[config.mk]
export PLATFORM = sky130hd
export DESIGN_NAME = intr_ctrl
export DESIGN_NICKNAME = d
export VERILOG_FILES = /design/src/rtl/intr_ctrl.sv
export SDC_FILE = /design/constraint.sdc
export NUM_CORES = 1
export LEC_CHECK = 0
export CORE_MARGIN = 8
export CORE_UTILIZATION = 34
export DETAILED_ROUTE_END_ITERATION = 10
export PLACE_DENSITY = 0.84
export SETUP_SLACK_MARGIN = 0.05
export SLEW_MARGIN = 0
export SYNTH_ARGS = -nofsm -noshare
export SYNTH_HDL_FRONTEND = slang
export SYNTH_SLANG_ARGS = --single-unit
[constraint.sdc]
create_clock -name clk -period 3.5 [get_ports clk]
set_input_delay 0.525 -clock clk [delete_from_list [all_inputs] [get_ports clk]]
set_output_delay 0.525 -clock clk [all_outputs]
set_load 0.05 [all_outputs]
[src/rtl/intr_ctrl.sv]
// Purpose : four-source interrupt controller with edge-latched pending bits,
//           per-source mask and an IDLE/ASSERT/SERVICE handshake with the CPU.
// Latency : pend sets on the edge after a source rises; irq follows one edge later.
// Backpressure: none; bus reads/writes complete in one cycle, reads are combinational.
//
// Ports:
//   clk, reset      rising-edge clock, synchronous active-high reset
//   we, re          bus write / read strobes
//   memAddr         bus address (PEND_BASE, MASK_BASE, VEC_BASE decoded)
//   dataBusIn/Out   bus write data / combinational read data (0 while we=1)
//   irqSrc[3:0]     level requests (timer, keys, switches, spare)
//   intAck          CPU accepts the presented interrupt
//   irq, irqId      request to CPU and index of the presented source
//
// Build option: define INTR_CTRL_ROTATE_EN for round-robin arbitration.
// Without it the lowest enabled pending index wins.

module intr_ctrl #(
  parameter int              BITS      = 32,
  parameter logic [BITS-1:0] PEND_BASE = BITS'(32'hF0000100),
  parameter logic [BITS-1:0] MASK_BASE = BITS'(32'hF0000104),
  parameter logic [BITS-1:0] VEC_BASE  = BITS'(32'hF0000108)
) (
  input  logic            clk,
  input  logic            reset,
  input  logic            we,
  input  logic            re,
  input  logic [BITS-1:0] memAddr,
  input  logic [BITS-1:0] dataBusIn,
  output logic [BITS-1:0] dataBusOut,
  input  logic [3:0]      irqSrc,
  input  logic            intAck,
  output logic            irq,
  output logic [1:0]      irqId
);

  typedef enum logic [1:0] {
    IDLE    = 2'd0,
    ASSERT  = 2'd1,
    SERVICE = 2'd2
  } state_t;

  state_t     state, state_n;
  logic [3:0] pend, pend_n;
  logic [3:0] mask;
  logic [3:0] src_q;
  logic [1:0] irq_id, irq_id_n;
  logic [3:0] req;
  logic [3:0] edge_set;
  logic [1:0] win_id;
  logic       win_vld;
  logic       wr_pend, wr_mask, wr_vec;

  assign wr_pend  = we && (memAddr == PEND_BASE);
  assign wr_mask  = we && (memAddr == MASK_BASE);
  assign wr_vec   = we && (memAddr == VEC_BASE);
  assign edge_set = irqSrc & ~src_q;
  assign req      = pend & mask;

`ifdef INTR_CTRL_ROTATE_EN
  logic [1:0] ptr;
  logic [1:0] idx;

  // Scan from the highest offset down so the request closest to ptr is the
  // last assignment and therefore the winner.
  always_comb begin
    win_vld = 1'b0;
    win_id  = ptr;
    idx     = ptr;
    for (int k = 3; k >= 0; k--) begin
      idx = ptr + 2'(k);
      if (req[idx]) begin
        win_vld = 1'b1;
        win_id  = idx;
      end
    end
  end

  always_ff @(posedge clk) begin
    if (reset) begin
      ptr <= 2'd0;
    end else if (state == ASSERT && intAck) begin
      ptr <= irq_id + 2'd1;
    end
  end
`else
  always_comb begin
    win_vld = 1'b0;
    win_id  = 2'd0;
    for (int k = 3; k >= 0; k--) begin
      if (req[k]) begin
        win_vld = 1'b1;
        win_id  = 2'(k);
      end
    end
  end
`endif

  always_ff @(posedge clk) begin
    if (reset) begin
      state  <= IDLE;
      pend   <= 4'd0;
      irq_id <= 2'd0;
      src_q  <= 4'd0;
    end else begin
      state  <= state_n;
      pend   <= pend_n;
      irq_id <= irq_id_n;
      src_q  <= irqSrc;
    end
  end

  always_ff @(posedge clk) begin
    if (reset) begin
      mask <= 4'd0;
    end else if (wr_mask) begin
      mask <= dataBusIn[3:0];
    end
  end

  always_comb begin
    state_n  = state;
    irq_id_n = irq_id;
    pend_n   = pend;
    if (wr_pend) begin
      pend_n = pend_n & ~dataBusIn[3:0];
    end
    case (state)
      IDLE: begin
        if (win_vld) begin
          irq_id_n = win_id;
          state_n  = ASSERT;
        end
      end
      ASSERT: begin
        if (intAck) begin
          pend_n[irq_id] = 1'b0;
          state_n        = SERVICE;
        end else if (!mask[irq_id]) begin
          // Source masked while presented: withdraw, leave it pending.
          state_n = IDLE;
        end
      end
      SERVICE: begin
        if (wr_vec) begin
          state_n = IDLE;
        end
      end
      default: state_n = IDLE;
    endcase
    // A fresh rising edge always beats any clear in the same cycle.
    pend_n = pend_n | edge_set;
  end

  assign irq   = (state == ASSERT);
  assign irqId = irq_id;

  always_comb begin
    dataBusOut = '0;
    if (re && !we) begin
      if (memAddr == PEND_BASE) begin
        dataBusOut[3:0] = pend;
      end else if (memAddr == MASK_BASE) begin
        dataBusOut[3:0] = mask;
      end else if (memAddr == VEC_BASE) begin
        dataBusOut[9:8] = state;
        dataBusOut[1:0] = irq_id;
      end
    end
  end

endmodule

# After elaboration in Yosys (flattened, before gate mapping)

Cells that the tools add are included.

Flip-flop bits (word level): 16
Input port bits: 73
Logic and storage cells: 61

Reduce and logical (&&, ||, !) cells: 9
Eq/ne operators: 8
Multiplexer cells: 29
Bitwise gates (word level): 8
Magnitude comparators: 2

Operators by type and width:

| operator               | number |
|---|---|
| $eq A32 B32 Y1 const B | 3 |
| $mux W2                | 15 |
| $mux W4                | 5 |
| $and A4 B4 Y4          | 4 |
| $not A4 Y4             | 3 |
| $mux W1                | 6 |
| $pmux W2 S3            | 1 |
| $logic_and A1 B1 Y1    | 5 |
| $ne A2 B2 Y1 const B   | 2 |
| $or A4 B4 Y4           | 1 |
| $lt A2 B3 Y1 const B   | 1 |
| $ne A3 B3 Y1 const B   | 1 |
| $reduce_and A3 Y1      | 1 |
| $bmux W1 S2            | 1 |
| $demux W1 S2           | 1 |
| $eq A2 B1 Y1 const B   | 1 |
| $eq A2 B2 Y1 const B   | 1 |
| $ge A2 B1 Y1 const B   | 1 |
| $logic_not A2 Y1       | 1 |
| $reduce_and A2 Y1      | 1 |
| $logic_not A1 Y1       | 1 |

# Depth between registers and ports, before layout

Depth after elaboration: 9
Mapped depth: 5
Gate-level depth less buffers: 4

# Worst setup path after synthesis

OpenSTA, ideal clock, no wires.

Kind: input port to output port
Start point: input port memAddr[24]
End point: output port dataBusOut[0]
Data required time: 2.975 ns
Setup slack: 0.439 ns
Arrival time: 2.536 ns
Stages: 4
Cell sequence: nor4b_4 -> nand4_4 -> or3b_4 -> nor3_1

Cells in the longest elaborated chain, start to end: 5
Elaborated cells between the ends (all ways): 7
Those cells by class: 3 x eq/ne; 4 x mux

Ends and longest elaborated chain:

| what               | RTL line | source |
|---|---|---|
| start: declaration | 28       | `input logic [BITS-1:0] memAddr,` |
| $eq A32 B32 Y1     | 165      | `end else if (memAddr == VEC_BASE) begin` |
| $mux W2            | 165      |  |
| $mux W2            | 163      | `end else if (memAddr == MASK_BASE) begin` |
| $mux W4 *          | 161      | `if (memAddr == PEND_BASE) begin` |
| $mux W4 *          | 160      | `if (re && !we) begin` |
| end: declaration   | 30       | `output logic [BITS-1:0] dataBusOut,` |

Mark *: on every way between the ends. The rest lies on a longest branch, timed or not.

# Worst setup path in the final report

Start point: input port memAddr[18]
End point: output port dataBusOut[2]

Cells in the longest elaborated chain, start to end: 4
Elaborated cells between the ends (all ways): 5
Those cells by class: 2 x eq/ne; 3 x mux

Ends and longest elaborated chain:

| what           | RTL line |
|---|---|
| $eq A32 B32 Y1 | 163 |
| $mux W2        | 163 |
| $mux W4 *      | 161 |
| $mux W4 *      | 160 |

Marked as above.

==> impl_metrics.json <==
{
  "avgSynthCellArea_um2": 8.65,
  "drtIter0Drc": 42,
  "n_fill_cell": 352,
  "dr_total_vias": 1154,
  "total_power_mw": 0.503,
  "cts_resized": 0,
  "area_growth_pct": 45.0,
  "routed_wl_mm": 3.42,
  "hold_violations": 0,
  "setup_viol": 0,
  "drv_cap": 0,
  "postCtsSetupBuffers": 0,
  "num_rows": 22,
  "multi_input_area_um2": 768,
  "seq_area_um2": 320,
  "path_class": "in2out",
  "leakage_nw": 0.693,
  "hpwl_mm": 2.94,
  "die_h_um": 76.7,
  "core-area_um2": 3610,
  "synth_cell_types": 40,
  "syn-cell-area_um2": 1250,
  "clk_pin_slew_ns": 0.06,
  "grt_pass1_vias": 1176,
  "seq_area_frac_synth": 0.255,
  "grt.total_usage": 0.112,
  "reg2regPathDepth": 4,
  "gp_congestion": 0.861,
  "globalRouteOverflowTotal": 0,
  "die_area_um2": 5890,
  "setup-tns-final_ns": 0,
  "critPathLaunchType": "input port",
  "synth-seq-cells": 16,
  "final_common_cell": "clkdlybuf4s50_1",
  "fmax_mhz": 318,
  "ctsHoldBuffers": 0,
  "rsz0062_at_grt": "false",
  "wire_per_inst_um": 13.9,
  "grt_pass1_wl_mm": 5.58,
  "drc_errors": 0,
  "worstMarginPinSlew_ns": 0.512,
  "grt_max_degree": 13,
  "end_kind": "output port",
  "finalMaxSlewViolations": 0,
  "clock-sinks": 16,
  "syn_inst": 145,
  "io_pins": 108,
  "status": "finished clean",
  "cts_max_path_buffers": 2,
  "hp-class": "reg2reg",
  "ant_nets": 0,
  "hold_path_depth": 2,
  "mostFrequentLayoutCells": "clkdlybuf4s50_1, conb_1, dfxtp_1",
  "power.density_nw_per_um2": 276,
  "clkLatencyLatePin_ns": 0.25,
  "finalNetCount": 271,
  "period_needed_ns": 3.14,
  "drt_first_pass_iters": 4,
  "antenna_found_initial": 0,
  "drive_gt1_frac": 0.107,
  "timing.hold.ws_ns": 0.457,
  "cts_buffers": 3,
  "yosysWarnings": 0,
  "min_period_over_period": 0.898,
  "crit_fanout": 8,
  "crit_slowest_cell": "clkdlybuf4s50_1",
  "antenna_cells": 0,
  "skew_ns": 0.00735,
  "cp_cell_sequence": "clkdlybuf4s50_1 -> nor4_4 -> nand4_4 -> or3b_4 -> nor3_1 -> buf_12",
  "worstPathArrival_ns": 2.62,
  "fp.dieW_um": 76.7,
  "clock-root-buffer": "clkbuf_8",
  "irDropWorstVdd_uv": 190,
  "relSlewSlack": 0.658,
  "cts_tree": "built",
  "initial_utilization": 0.348,
  "required_ns": 2.97,
  "htreeDepth": 1,
  "avgViaCountPerCell": 4.71,
  "io_buffer_count": 53,
  "critPathMaxStageDelay_ns": 0.47
}
==> critical path: cells and delay by family <==
family | cells | cell delay, ns
simple gates | 4 | 1.42
buf+inv | 2 | 0.67
==> cells in the mapped netlist <==
library cell / count / area share
a211oi_1: 2 / 0.012
a21oi_1: 4 / 0.016
a22o_1: 2 / 0.014
a2bb2oi_1: 2 / 0.014
a32o_1: 1 / 0.0080
and3_1: 2 / 0.010
and3b_1: 1 / 0.0070
and4_1: 1 / 0.0070
and4b_1: 1 / 0.0080
buf_4: 26 / 0.16
clkbuf_1: 4 / 0.012
conb_1: 1 / 0.0030
dfxtp_1: 16 / 0.26
inv_1: 13 / 0.039
mux2i_1: 6 / 0.048
mux4_2: 1 / 0.018
nand2_1: 12 / 0.036
nand3_1: 2 / 0.0080
nand3b_1: 1 / 0.0060
nand4_1: 1 / 0.0050
nand4_2: 1 / 0.010
nand4_4: 1 / 0.017
nor2_1: 6 / 0.018
nor2b_1: 4 / 0.020
nor3_1: 6 / 0.024
nor3b_1: 1 / 0.0060
nor4_1: 6 / 0.030
nor4_2: 2 / 0.020
nor4_4: 3 / 0.051
nor4b_1: 2 / 0.014
nor4b_2: 1 / 0.012
nor4b_4: 1 / 0.019
o2111ai_1: 1 / 0.0070
o211ai_1: 2 / 0.012
o21ai_0: 1 / 0.0040
o2bb2ai_1: 4 / 0.028
o311ai_0: 1 / 0.0070
o31ai_1: 1 / 0.0060
or3_1: 1 / 0.0050
or3b_4: 1 / 0.0090
==> kinds of logic (layout without fill, tap and decap cells) <==
group                  count (synthesis)  after routing  share of synthesized area
buffers and inverters                 43             70                      0.207
other                                  1             26                    0.00299
flip-flops                            16             16                      0.255
AO/OA/AOI/OAI                         21             21                      0.128
multiplexers                           7              7                     0.0659
AND/OR/NAND/NOR                       57             57                      0.341
==> final cells by class <==
cell class	count	share of cell area
repair buffers	53	0.311
well taps	48	0.0330
clock buffers	4	0.0303
flip-flops and latches	16	0.176
multi-input cells	111	0.423
inverters	13	0.0268
==> metrics by stage <==
stage / instances / worst slack, ns / cell area [µm²] / util
after CTS: 245 / 0.324 / 1820 / 0.504
after global placement: 241 / 0.383 / 1760 / 0.489
after global routing: 245 / 0.275 / 1820 / 0.504
final: 245 / 0.357 / 1820 / 0.504
after detailed placement: 241 / 0.351 / 1760 / 0.489
after floorplan: 170 / 0.439 / 1350 / -
==> worst paths after layout <==
check	start	to	slack (ns)
worst max register to register	irqId[1]$_SDFFE_PP0P_	state[1]$_SDFFE_PP0P_	1.96
worst min-delay path	src_q[0]$_SDFF_PP0_	pend[0]$_SDFF_PP0_	0.46
worst max-delay path	memAddr[18]	dataBusOut[2]	0.36
worst min register to register	src_q[0]$_SDFF_PP0_	pend[0]$_SDFF_PP0_	0.46
==> sequential cells by signal, indices dropped and copies added, names as in the netlist <==
register / cells
mask: 4
src_q: 4
state: 2
pend: 4
irqId: 2
==> report_power, final <==
group / internal, mW / total, mW / switching, mW
sequential: 0.189 / 0.194 / 0.00531
clock: 0.0998 / 0.165 / 0.0653
combinational: 0.0547 / 0.143 / 0.0884
==> metal layers <==
metal	vias to the layer above	share of wire	track usage
met2	56	0.47	0.189
met5	-	0	0
met4	0	0.0061	0.0231
li1	575	-	-
met3	2	0.070	0.0350
met1	521	0.46	0.136
Power figures use the tool's default switching activity.
